===== config.mk =====
export PLATFORM = sky130hd
export DESIGN_NAME = adder_wb_regs
export DESIGN_NICKNAME = d
export VERILOG_FILES = /design/src/rtl/adder_wb_pkg.sv /design/src/rtl/adder_wb_core.sv /design/src/rtl/adder_wb_regs.sv
export SDC_FILE = /design/constraint.sdc
export NUM_CORES = 1
export LEC_CHECK = 0
export CAP_MARGIN = 30
export CORE_MARGIN = 2
export CORE_UTILIZATION = 45
export CTS_BUF_LIST = sky130_fd_sc_hd__clkbuf_4 sky130_fd_sc_hd__clkbuf_8
export DETAILED_ROUTE_END_ITERATION = 16
export PLACE_DENSITY_LB_ADDON = 0.1
export SLEW_MARGIN = 30
export SYNTH_ARGS = -nofsm -noshare
export SYNTH_HDL_FRONTEND = slang
export SYNTH_SLANG_ARGS = --single-unit

===== constraint.sdc =====
create_clock -name wb_clk_i -period 3.6 [get_ports wb_clk_i]
set_input_delay 0.72 -clock wb_clk_i [delete_from_list [all_inputs] [get_ports wb_clk_i]]
set_output_delay 0.72 -clock wb_clk_i [all_outputs]
set_load 0.02 [all_outputs]

===== src/rtl/adder_wb_pkg.sv =====
// -----------------------------------------------------------------------------
// adder_wb_pkg
// Shared definitions for the Wishbone-controlled adder block:
//   - register offsets as word indices (byte offset >> 2, matched on adr[7:2])
//   - CTRL and STATUS bit positions
//   - compute sequencer state encoding
// -----------------------------------------------------------------------------
package adder_wb_pkg;

  // Word indices: OPA 0x00, OPB 0x04, CTRL 0x08, RESULT 0x0C, STATUS 0x10
  localparam logic [5:0] OFS_OPA    = 6'h00;
  localparam logic [5:0] OFS_OPB    = 6'h01;
  localparam logic [5:0] OFS_CTRL   = 6'h02;
  localparam logic [5:0] OFS_RESULT = 6'h03;
  localparam logic [5:0] OFS_STATUS = 6'h04;

  localparam int unsigned CTRL_START    = 0;
  localparam int unsigned CTRL_ACC      = 1;
  localparam int unsigned CTRL_PINSRC   = 2;
  localparam int unsigned CTRL_OE       = 3;
  localparam int unsigned CTRL_IRQ_MASK = 4;

  localparam int unsigned STAT_BUSY    = 0;
  localparam int unsigned STAT_DONE    = 1;
  localparam int unsigned STAT_CNT_LSB = 8;

  typedef enum logic [1:0] {
    IDLE = 2'd0,
    LOAD = 2'd1,
    ADD  = 2'd2
  } state_t;

endpackage


===== src/rtl/adder_wb_core.sv =====
// -----------------------------------------------------------------------------
// adder_wb_core
// Compute sequencer for the bus-driven adder: IDLE -> LOAD -> ADD -> IDLE.
// LOAD captures the operands, ADD registers the WIDTH+1 bit sum, sets DONE
// and bumps the wrapping operation counter.
// Ports:
//   clk, rst_n       clock, asynchronous active-low reset
//   i_start          start pulse (ignored unless IDLE)
//   i_clr_done       clear DONE (loses to a same-cycle set)
//   i_acc, i_pinsrc  operand source selects
//   i_opa, i_opb     register operands
//   i_pin_a, i_pin_b pin operands
//   o_result         last result {carry, sum}
//   o_done, o_busy   status flags
//   o_count          completed operation count
// -----------------------------------------------------------------------------
module adder_wb_core
  import adder_wb_pkg::*;
#(
  parameter int unsigned WIDTH = 8,
  parameter int unsigned CNT_W = 8
) (
  input  logic             clk,
  input  logic             rst_n,
  input  logic             i_start,
  input  logic             i_clr_done,
  input  logic             i_acc,
  input  logic             i_pinsrc,
  input  logic [WIDTH-1:0] i_opa,
  input  logic [WIDTH-1:0] i_opb,
  input  logic [WIDTH-1:0] i_pin_a,
  input  logic [WIDTH-1:0] i_pin_b,
  output logic [WIDTH:0]   o_result,
  output logic             o_done,
  output logic             o_busy,
  output logic [CNT_W-1:0] o_count
);

  state_t           r_state;
  state_t           w_state_nxt;
  logic [WIDTH-1:0] r_a;
  logic [WIDTH-1:0] r_b;
  logic [WIDTH:0]   r_result;
  logic             r_done;
  logic [CNT_W-1:0] r_count;
  logic [WIDTH:0]   w_sum;

  always_ff @(posedge clk or negedge rst_n) begin
    if (!rst_n) begin
      r_state <= IDLE;
    end else begin
      r_state <= w_state_nxt;
    end
  end

  always_comb begin
    w_state_nxt = r_state;
    case (r_state)
      IDLE:    if (i_start) w_state_nxt = LOAD;
      LOAD:    w_state_nxt = ADD;
      ADD:     w_state_nxt = IDLE;
      default: w_state_nxt = IDLE;
    endcase
  end

  assign w_sum = {1'b0, r_a} + {1'b0, r_b};

  always_ff @(posedge clk or negedge rst_n) begin
    if (!rst_n) begin
      r_a      <= '0;
      r_b      <= '0;
      r_result <= '0;
      r_done   <= 1'b0;
      r_count  <= '0;
    end else begin
      if (r_state == LOAD) begin
        r_a <= i_pinsrc ? i_pin_a : i_opa;
        // Accumulate mode feeds the previous sum back in as operand b
        r_b <= i_acc ? r_result[WIDTH-1:0] : (i_pinsrc ? i_pin_b : i_opb);
      end
      if (r_state == ADD) begin
        r_result <= w_sum;
        r_count  <= r_count + 1'b1;
      end
      // Set has priority over a RESULT read in the same cycle
      if (r_state == ADD) begin
        r_done <= 1'b1;
      end else if (i_clr_done) begin
        r_done <= 1'b0;
      end
    end
  end

  assign o_result = r_result;
  assign o_done   = r_done;
  assign o_busy   = (r_state != IDLE);
  assign o_count  = r_count;

endmodule


===== src/rtl/adder_wb_regs.sv =====
// -----------------------------------------------------------------------------
// adder_wb_regs
// Wishbone classic responder exposing the 8-bit adder to the management SoC.
// Decodes adr[31:8] against BASE_ADDR, acks one cycle after a hit (never on
// consecutive cycles), holds OPA/OPB/CTRL and registers read data into the
// ack cycle. The compute sequencer lives in adder_wb_core.
// Optional feature macro: ADDER_WB_IRQ_EN (user_irq = DONE gated by
// CTRL[4] IRQ_MASK); when undefined user_irq is 0 and CTRL[4] is absent.
// Ports:
//   wb_clk_i, wb_rst_ni      clock, asynchronous active-low reset
//   wbs_cyc_i/stb_i/we_i     bus cycle, strobe, write enable
//   wbs_sel_i, wbs_adr_i     byte selects, byte address
//   wbs_dat_i / wbs_dat_o    write / read data
//   wbs_ack_o                acknowledge
//   io_in                    pin operands {b, a}
//   io_out, io_oeb           last result, active-low output enables
//   user_irq                 done interrupt
// -----------------------------------------------------------------------------
module adder_wb_regs
  import adder_wb_pkg::*;
#(
  parameter logic [31:0] BASE_ADDR = 32'h3000_0000,
  parameter int unsigned WIDTH     = 8,
  parameter int unsigned CNT_W     = 8
) (
  input  logic        wb_clk_i,
  input  logic        wb_rst_ni,
  input  logic        wbs_cyc_i,
  input  logic        wbs_stb_i,
  input  logic        wbs_we_i,
  input  logic [3:0]  wbs_sel_i,
  input  logic [31:0] wbs_adr_i,
  input  logic [31:0] wbs_dat_i,
  output logic        wbs_ack_o,
  output logic [31:0] wbs_dat_o,
  input  logic [15:0] io_in,
  output logic [8:0]  io_out,
  output logic [8:0]  io_oeb,
  output logic        user_irq
);

  logic             r_ack;
  logic [31:0]      r_dat;
  logic [WIDTH-1:0] r_opa;
  logic [WIDTH-1:0] r_opb;
  logic             r_acc;
  logic             r_pinsrc;
  logic             r_oe;
`ifdef ADDER_WB_IRQ_EN
  logic             r_irq_mask;
`endif

  logic             w_hit;
  logic             w_wr;
  logic             w_rd;
  logic [5:0]       w_ofs;
  logic             w_start;
  logic             w_clr_done;
  logic [31:0]      w_rdata;
  logic [WIDTH:0]   w_result;
  logic             w_done;
  logic             w_busy;
  logic [CNT_W-1:0] w_count;
  logic             w_unused;

  // Blocking on r_ack forces at least one idle cycle between acks
  assign w_hit = wbs_cyc_i & wbs_stb_i & ~r_ack &
                 (wbs_adr_i[31:8] == BASE_ADDR[31:8]);
  assign w_wr  = w_hit & wbs_we_i & wbs_sel_i[0];
  assign w_rd  = w_hit & ~wbs_we_i;
  assign w_ofs = wbs_adr_i[7:2];

  assign w_start    = w_wr & (w_ofs == OFS_CTRL) & wbs_dat_i[CTRL_START];
  assign w_clr_done = w_rd & (w_ofs == OFS_RESULT);

  always_comb begin
    w_rdata = '0;
    case (w_ofs)
      OFS_OPA:    w_rdata[WIDTH-1:0] = r_opa;
      OFS_OPB:    w_rdata[WIDTH-1:0] = r_opb;
      OFS_CTRL: begin
        w_rdata[CTRL_ACC]    = r_acc;
        w_rdata[CTRL_PINSRC] = r_pinsrc;
        w_rdata[CTRL_OE]     = r_oe;
`ifdef ADDER_WB_IRQ_EN
        w_rdata[CTRL_IRQ_MASK] = r_irq_mask;
`endif
      end
      OFS_RESULT: w_rdata[WIDTH:0] = w_result;
      OFS_STATUS: begin
        w_rdata[STAT_BUSY]               = w_busy;
        w_rdata[STAT_DONE]               = w_done;
        w_rdata[STAT_CNT_LSB +: CNT_W]   = w_count;
      end
      default:    w_rdata = '0;
    endcase
  end

  always_ff @(posedge wb_clk_i or negedge wb_rst_ni) begin
    if (!wb_rst_ni) begin
      r_ack      <= 1'b0;
      r_dat      <= '0;
      r_opa      <= '0;
      r_opb      <= '0;
      r_acc      <= 1'b0;
      r_pinsrc   <= 1'b0;
      r_oe       <= 1'b0;
`ifdef ADDER_WB_IRQ_EN
      r_irq_mask <= 1'b0;
`endif
    end else begin
      r_ack <= w_hit;
      r_dat <= w_rd ? w_rdata : '0;
      if (w_wr) begin
        case (w_ofs)
          OFS_OPA: r_opa <= wbs_dat_i[WIDTH-1:0];
          OFS_OPB: r_opb <= wbs_dat_i[WIDTH-1:0];
          OFS_CTRL: begin
            r_acc    <= wbs_dat_i[CTRL_ACC];
            r_pinsrc <= wbs_dat_i[CTRL_PINSRC];
            r_oe     <= wbs_dat_i[CTRL_OE];
`ifdef ADDER_WB_IRQ_EN
            r_irq_mask <= wbs_dat_i[CTRL_IRQ_MASK];
`endif
          end
          default: ;
        endcase
      end
    end
  end

  adder_wb_core #(
    .WIDTH (WIDTH),
    .CNT_W (CNT_W)
  ) u_core (
    .clk        (wb_clk_i),
    .rst_n      (wb_rst_ni),
    .i_start    (w_start),
    .i_clr_done (w_clr_done),
    .i_acc      (r_acc),
    .i_pinsrc   (r_pinsrc),
    .i_opa      (r_opa),
    .i_opb      (r_opb),
    .i_pin_a    (io_in[WIDTH-1:0]),
    .i_pin_b    (io_in[8 +: WIDTH]),
    .o_result   (w_result),
    .o_done     (w_done),
    .o_busy     (w_busy),
    .o_count    (w_count)
  );

  assign wbs_ack_o = r_ack;
  assign wbs_dat_o = r_dat;
  assign io_out    = w_result;
  assign io_oeb    = {9{~r_oe}};

`ifdef ADDER_WB_IRQ_EN
  assign user_irq = w_done & ~r_irq_mask;
`else
  assign user_irq = 1'b0;
`endif

  // Bus bits with no register behind them
  assign w_unused = ^{wbs_dat_i, wbs_sel_i[3:1], wbs_adr_i[1:0], io_in};

endmodule


==> out/metrics.yaml, run 1 <==
status: "finished, final reports clean"
ys_seq_area_share_pct: 46.39
synth_common_cells: "dfrtp_1 (72), nand2_1 (36), buf_4 (25)"
worstPathMaxFanout: 8
path_cells: "clkdlybuf4s50_1 > nor4_4 > nand4_1 > nor3_4 > mux2_4"
synth-compound-area-share_pct: 9.246
cts_max_level: 3
ys_ff_latch: 72
antenna_cells: 0
grt_max_degree: 43
initial_core_util_pct: 46.80
hold_path.class: "primary input to asynchronous set/reset pin"
cts-hold-fix-buffers: 0
ant_nets: 0
synth_top_family_by_area: "simple AND/OR/NAND/NOR gates"
vias_per_cell: 5.255
crit_buf_inv: 1
synthArstFlopShare_pct: 100.0
dp_hpwl_um: 6599
track_usage_pct: 19.63
post-route-period-util_pct: 70.73
wire_per_inst_um: 15.93
cp-end-kind: "flop"
die_w_um: 96.90
critPathKind: "primary input to flop"
critical_path.max_stage_delay_ns: 0.54
cellLeakagePower_nw: 2.167
die_y_um: 96.90
setup-violations-final: 0
rows: 33
cts_made_buffers: 9
core_area_um2: 8299
grt_pass1_wl_um: 14710
clk-insertion-delay-late_ns: 0.35
synth.area.mux_share_pct: 12.95
fin_skew_ns: 0.01001
yosys_most_used_dff: "dfrtp_1"
cp-start-kind: "primary input"
nFillCells: 744
syn-cell-area_um2: 3884
power_density_nw_per_um2: 310.3
synth_most_common_cell: "dfrtp_1"
die_area_um2: 9390
post_cts_resize_count: 0
finalHoldViolCount: 0
synthSimpleGateAreaFrac_pct: 19.49
clk_pin_slew_ns: 0.09
drive_above_1_share_pct: 13.26
netlist_instances: 352
multi_input_area_um2: 1888
postCtsSetupBuffers: 0
gp_congestion: 0.8345
drt_iter0_markers: 117
yosysTopAreaCell: "dfrtp_1"
fin_cells: 550
ios: 141
synthTopCellsByArea: "dfrtp_1 (46%), buf_4 (4.8%), mux2i_1 (4.6%)"
synth_xor_area_share_pct: 1.804
dp.cells: 534
drcViolationCount: 0
irDropWorstVdd_mv: 0.1877
wl_um: 8764
root_buffer: "clkbuf_8"
cts_tree: "done"
ff_latch_area_um2: 1802
min_period_ns: 2.546
tightestPinTransition_ns: 0.9407
slowest_stage: "nor3_4"
syn_area_per_cell_um2: 11.03
fin_nets: 539
relSlewSlack_pct: 37.29
drt_pass1_iterations: 4
required_ns: 3.84
rrSetupSlack_ns: 1.41
cp.arrival_ns: 2.78
timing.fmax_mhz: 392.7
slew_violations: 0
synth_fa_ha_area_share_pct: 3.415
max_cap_violations: 0
vias: 2890
cts_max_path_buffers: 2
power_mw: 1.549
gr-total-overflow: 0
cts.sinks: 72
grt_pass1_vias: 2833
setup_tns_ns: 0
rsz0062_at_grt: "false"
area_growth_pct: 28.54
synth_edf_count: 0
antenna_found_initial: 0
synth_top_area_share_pct: 46.39
path_delay_family: "simple AND/OR/NAND/NOR gates"
ys_warn_count: 0
ys_types: 54
port_buffers: 94
==> worst reg2reg max path: stages, from the launching register on <==
cell and delay [ns]:
dfrtp_1 0.39, ha_1 0.25, fa_1 0.41, a21oi_1 0.26
o21ai_0 0.18, o311a_1 0.35, o31ai_1 0.25
==> cell families (layout without fill, tap and decap cells) <==
logic type | after synthesis | after routing
flip-flops | 72 | 72
XOR/XNOR | 8 | 8
buffers and inverters | 42 | 119
AO/OA/AOI/OAI | 56 | 56
AND/OR/NAND/NOR | 120 | 120
adder cells (fa/ha/maj) | 10 | 10
other | 1 | 17
multiplexers | 43 | 43
==> flip-flops by register name (all words and copies together), names as in the netlist <==
signal           count
r_acc                1
r_oe                 1
r_opa                8
r_opb                8
r_pinsrc             1
u_core.o_count       8
u_core.o_done        1
u_core.o_result      9
u_core.r_a           8
u_core.r_b           8
u_core.r_state       2
wbs_ack_o            1
wbs_dat_o           16
==> worst paths after layout <==
path                       cells past startpoint            endpoint               from
max                                            5            r_opa[4]       wbs_adr_i[4]
min                                            1       wbs_dat_o[10]          wb_rst_ni
max reg2reg                                    6  u_core.o_result[6]      u_core.r_b[0]
min reg2reg                                    1   u_core.o_count[6]  u_core.o_count[6]
max in group asynchronous                      2            r_opa[6]          wb_rst_ni
min in group wb_clk_i                          1   u_core.o_count[6]  u_core.o_count[6]
==> per-layer routing <==
layer / vias up / GRT usage (%) / wire [um]
li1: 1394 / - / -
met1: 1390 / 25.46 / 3799
met2: 94 / 32.53 / 4339
met3: 12 / 4.552 / 483
met4: 0 / 6.501 / 141
met5: - / 0 / 0
==> per-stage QoR <==
step	setup slack [ns]	hold slack, ns	area (um2)	utilization (%)
floorplan	1.447	0.4244	3944	-
global placement	0.7037	0.4571	4803	57.88
global route	0.9100	0.3673	4992	60.15
detailed placement	0.6823	0.4741	4803	57.88
finish	1.054	0.3338	4992	60.15
CTS	1.048	0.4911	4987	60.09
==> cell type report <==
type,count,share of cell area [%]
clock buffers,9,2.481
clock inverters,7,1.203
inverters,5,0.3759
multi-input cells,254,37.82
flip-flops and latches,72,36.09
well taps,105,2.632
repair buffers,98,19.40
==> where the power goes <==
group          internal, mW  switching (mW)
sequential            0.808   0.00000000252
clock                 0.262           0.348
combinational        0.0672          0.0637
total                  1.14           0.412
==> cell usage in the layout (no fill, tap or decap), drive strengths merged, types with 3 or more instances in the layout <==
cell type,instances
clkbuf,9
nand4,7
mux2,24
inv,9
conb,17
clkinvlp,3
nand2b,3
o31ai,3
clkdlybuf4s50,93
nor2,24
nor4,7
ha,9
nand2,36
and3,4
a21oi,10
dfrtp,72
nand3,4
a22oi,7
xnor2,7
and2,9
nor2b,6
buf,5
nor3,9
mux2i,18
o21ai,19
No activity file was read; power rests on OpenSTA's default activity.
==> run 2: changes to the inputs <==
--- a/config.mk
+++ b/config.mk
@@ -7,7 +7,7 @@
 export LEC_CHECK = 0
 export CAP_MARGIN = 30
 export CORE_MARGIN = 2
-export CORE_UTILIZATION = 45
+export CORE_UTILIZATION = 42
 export CTS_BUF_LIST = sky130_fd_sc_hd__clkbuf_4 sky130_fd_sc_hd__clkbuf_8
 export DETAILED_ROUTE_END_ITERATION = 16
 export PLACE_DENSITY_LB_ADDON = 0.1
==> constraint.sdc (replaced) <==
create_clock -name wb_clk_i -period 2.15 [get_ports wb_clk_i]
set_input_delay 0.43 -clock wb_clk_i [delete_from_list [all_inputs] [get_ports wb_clk_i]]
set_output_delay 0.43 -clock wb_clk_i [all_outputs]
set_load 0.02 [all_outputs]
==> run 2 against run 1 <==
  * Via count is 1.7% higher
  * Sequential power increased by 67%
  * Sequential share of layout area decreased by 1.6 points
  * Utilization decreased by 2.9 points
  * Clock skew is 0.0032 ns higher
  * Wire length grew 0.46%
  * Register-to-register slack worse by 1.3 ns
  * Critical path type is now flop to flop
  * Critical endpoint is now u_core.o_result[6]
  * Largest cell class unchanged
==> out/metrics.yaml, run 2 (synthesized netlist as in run 1, its figures left out) <==
vias_per_cell: 5.076
track_usage_pct: 18.27
antenna_found_initial: 0
final_cell_mix: "clkdlybuf4s50_1 (93), dfrtp_1 (72), nand2_1 (36)"
grt_pass1_vias: 2856
whs_ns: 0.08945
power_mw: 2.637
root_buffer: "clkbuf_8"
layout_commonest_cell: "clkdlybuf4s50_1"
gr-total-overflow: 0
fin_nets: 562
power.switching_uw: 706.4
die_w_um: 100.2
p_sw_share_pct: 26.79
irDropWorstVdd_mv: 0.3099
finalHoldViolCount: 0
p_clk_share_pct: 40.0
clk_pin_slew_ns: 0.09
status: "finished, final reports clean"
post-place-ws_ns: -0.2026
cts_max_path_buffers: 2
post-route-period-util_pct: 95.60
timing.rr.end: "u_core.o_result[6]"
cts_made_buffers: 9
relSlewSlack_pct: 63.86
rsz0062_at_grt: "false"
rr_startpoint: "u_core.r_b[0]"
rows: 35
cts_max_level: 3
drt_pass1_iterations: 4
timing.fmax_mhz: 486.5
drcViolationCount: 0
vias: 2939
dp.cells: 563
cp-start-kind: "flop"
clk-insertion-delay-late_ns: 0.35
initial_core_util_pct: 42.64
worstPathMaxFanout: 3
required_ns: 2.40
gp_congestion: 0.8330
fin_cells: 579
antenna_cells: 0
core_area_um2: 9109
critPathKind: "flop to flop"
power_density_nw_per_um2: 505.4
dp_hpwl_um: 6669
cts_tree: "done"
fin_skew_ns: 0.01322
grt_pass1_wl_um: 14200
area_growth_pct: 34.34
wl_um: 8804
port_buffers: 94
setup_tns_ns: 0
rr_worst_depth: 6
power_frac_comb_pct: 8.7
largest_register_ffs: 16
postCtsSetupBuffers: 0
cp.arrival_ns: 2.31
postLayoutCellArea_um2: 5218
ant_nets: 0
cts-hold-fix-buffers: 0
layout_setup_ws_ns: 0.09455
post-route-util_pct: 57.28
hold_path.class: "primary input to asynchronous set/reset pin"
die_y_um: 100.2
grt_max_degree: 73
drive_above_1_share_pct: 17.52
nFillCells: 787
cellLeakagePower_nw: 2.307
max_cap_violations: 0
cts.sinks: 72
rrSetupSlack_ns: 0.09
drt_iter0_markers: 126
die_area_um2: 10030
seqPwrFrac_pct: 51.3
placed_area_um2: 5021
setup-violations-final: 0
slew_violations: 0
wire_per_inst_um: 15.21
multi_input_area_um2: 1889
internal_power_mw: 1.930
ios: 141
min_period_ns: 2.055
tightestPinTransition_ns: 0.5284
cp-end-kind: "flop"
ff_latch_area_um2: 1802
## run 2: layout make-up
cell class                      count  share of cell area [%]
Inverter                            5                  0.3597
Multi-Input combinational cell    254                   36.21
Sequential cell                    72                   34.53
Timing Repair Buffer              121                   22.54
Clock inverter                      7                   1.319
Tap cell                          111                   2.662
Clock buffer                        9                   2.374
## run 2: per-layer routing
metal / share of wire [%] / track usage, %
met1: 45 / 23.90
met2: 49 / 30.41
met3: 4.8 / 4.596
met4: 0.86 / 4.742
met5: 0 / 0
## run 2: worst max-delay path: stages (launching register included)
cell     delay (ns)
dfrtp_1        0.39
ha_1           0.25
fa_1           0.43
a21oi_2        0.19
o21ai_1        0.12
o311a_1        0.33
o31ai_1        0.26
## run 2: what timing repair did
action                                  CTS  global route
resized for setup                         0             2
hold endpoints to repair                  0             0
endpoints found under the setup margin    0             2
## run 2: power groups by stage
stage	sequential (mW)	combinational (mW)	clock [mW]
finish	1.35	0.230	1.05
global route	1.35	0.248	1.15
CTS	1.35	0.233	1.09
detailed placement	1.38	0.232	0
global placement	1.38	0.231	0
floorplan	1.38	0.0773	0
## run 2: worst max path at each step
stage | startpoint | to | slack, ns | cells past startpoint
2_1_floorplan | u_core.r_b[0] | u_core.o_result[6] | 0.22 | 6
3_3_place_gp | wbs_adr_i[9] | r_oe | -0.17 | 6
3_5_place_dp | wbs_adr_i[17] | wbs_dat_o[5] | -0.20 | 5
4_1_cts | u_core.r_b[0] | u_core.o_result[6] | 0.01 | 6
5_1_grt | u_core.r_b[0] | u_core.o_result[6] | 0.007 | 6
6_report | u_core.r_b[0] | u_core.o_result[6] | 0.09 | 6
==> run 3: changes to the inputs <==
--- a/config.mk
+++ b/config.mk
@@ -11,7 +11,7 @@
 export CTS_BUF_LIST = sky130_fd_sc_hd__clkbuf_4 sky130_fd_sc_hd__clkbuf_8
 export DETAILED_ROUTE_END_ITERATION = 16
 export PLACE_DENSITY_LB_ADDON = 0.1
-export SLEW_MARGIN = 30
+export SLEW_MARGIN = 15
 export SYNTH_ARGS = -nofsm -noshare
 export SYNTH_HDL_FRONTEND = slang
 export SYNTH_SLANG_ARGS = --single-unit
==> results of run 3 <==
Final layout, timing and power as in run 2 (identical DEF).
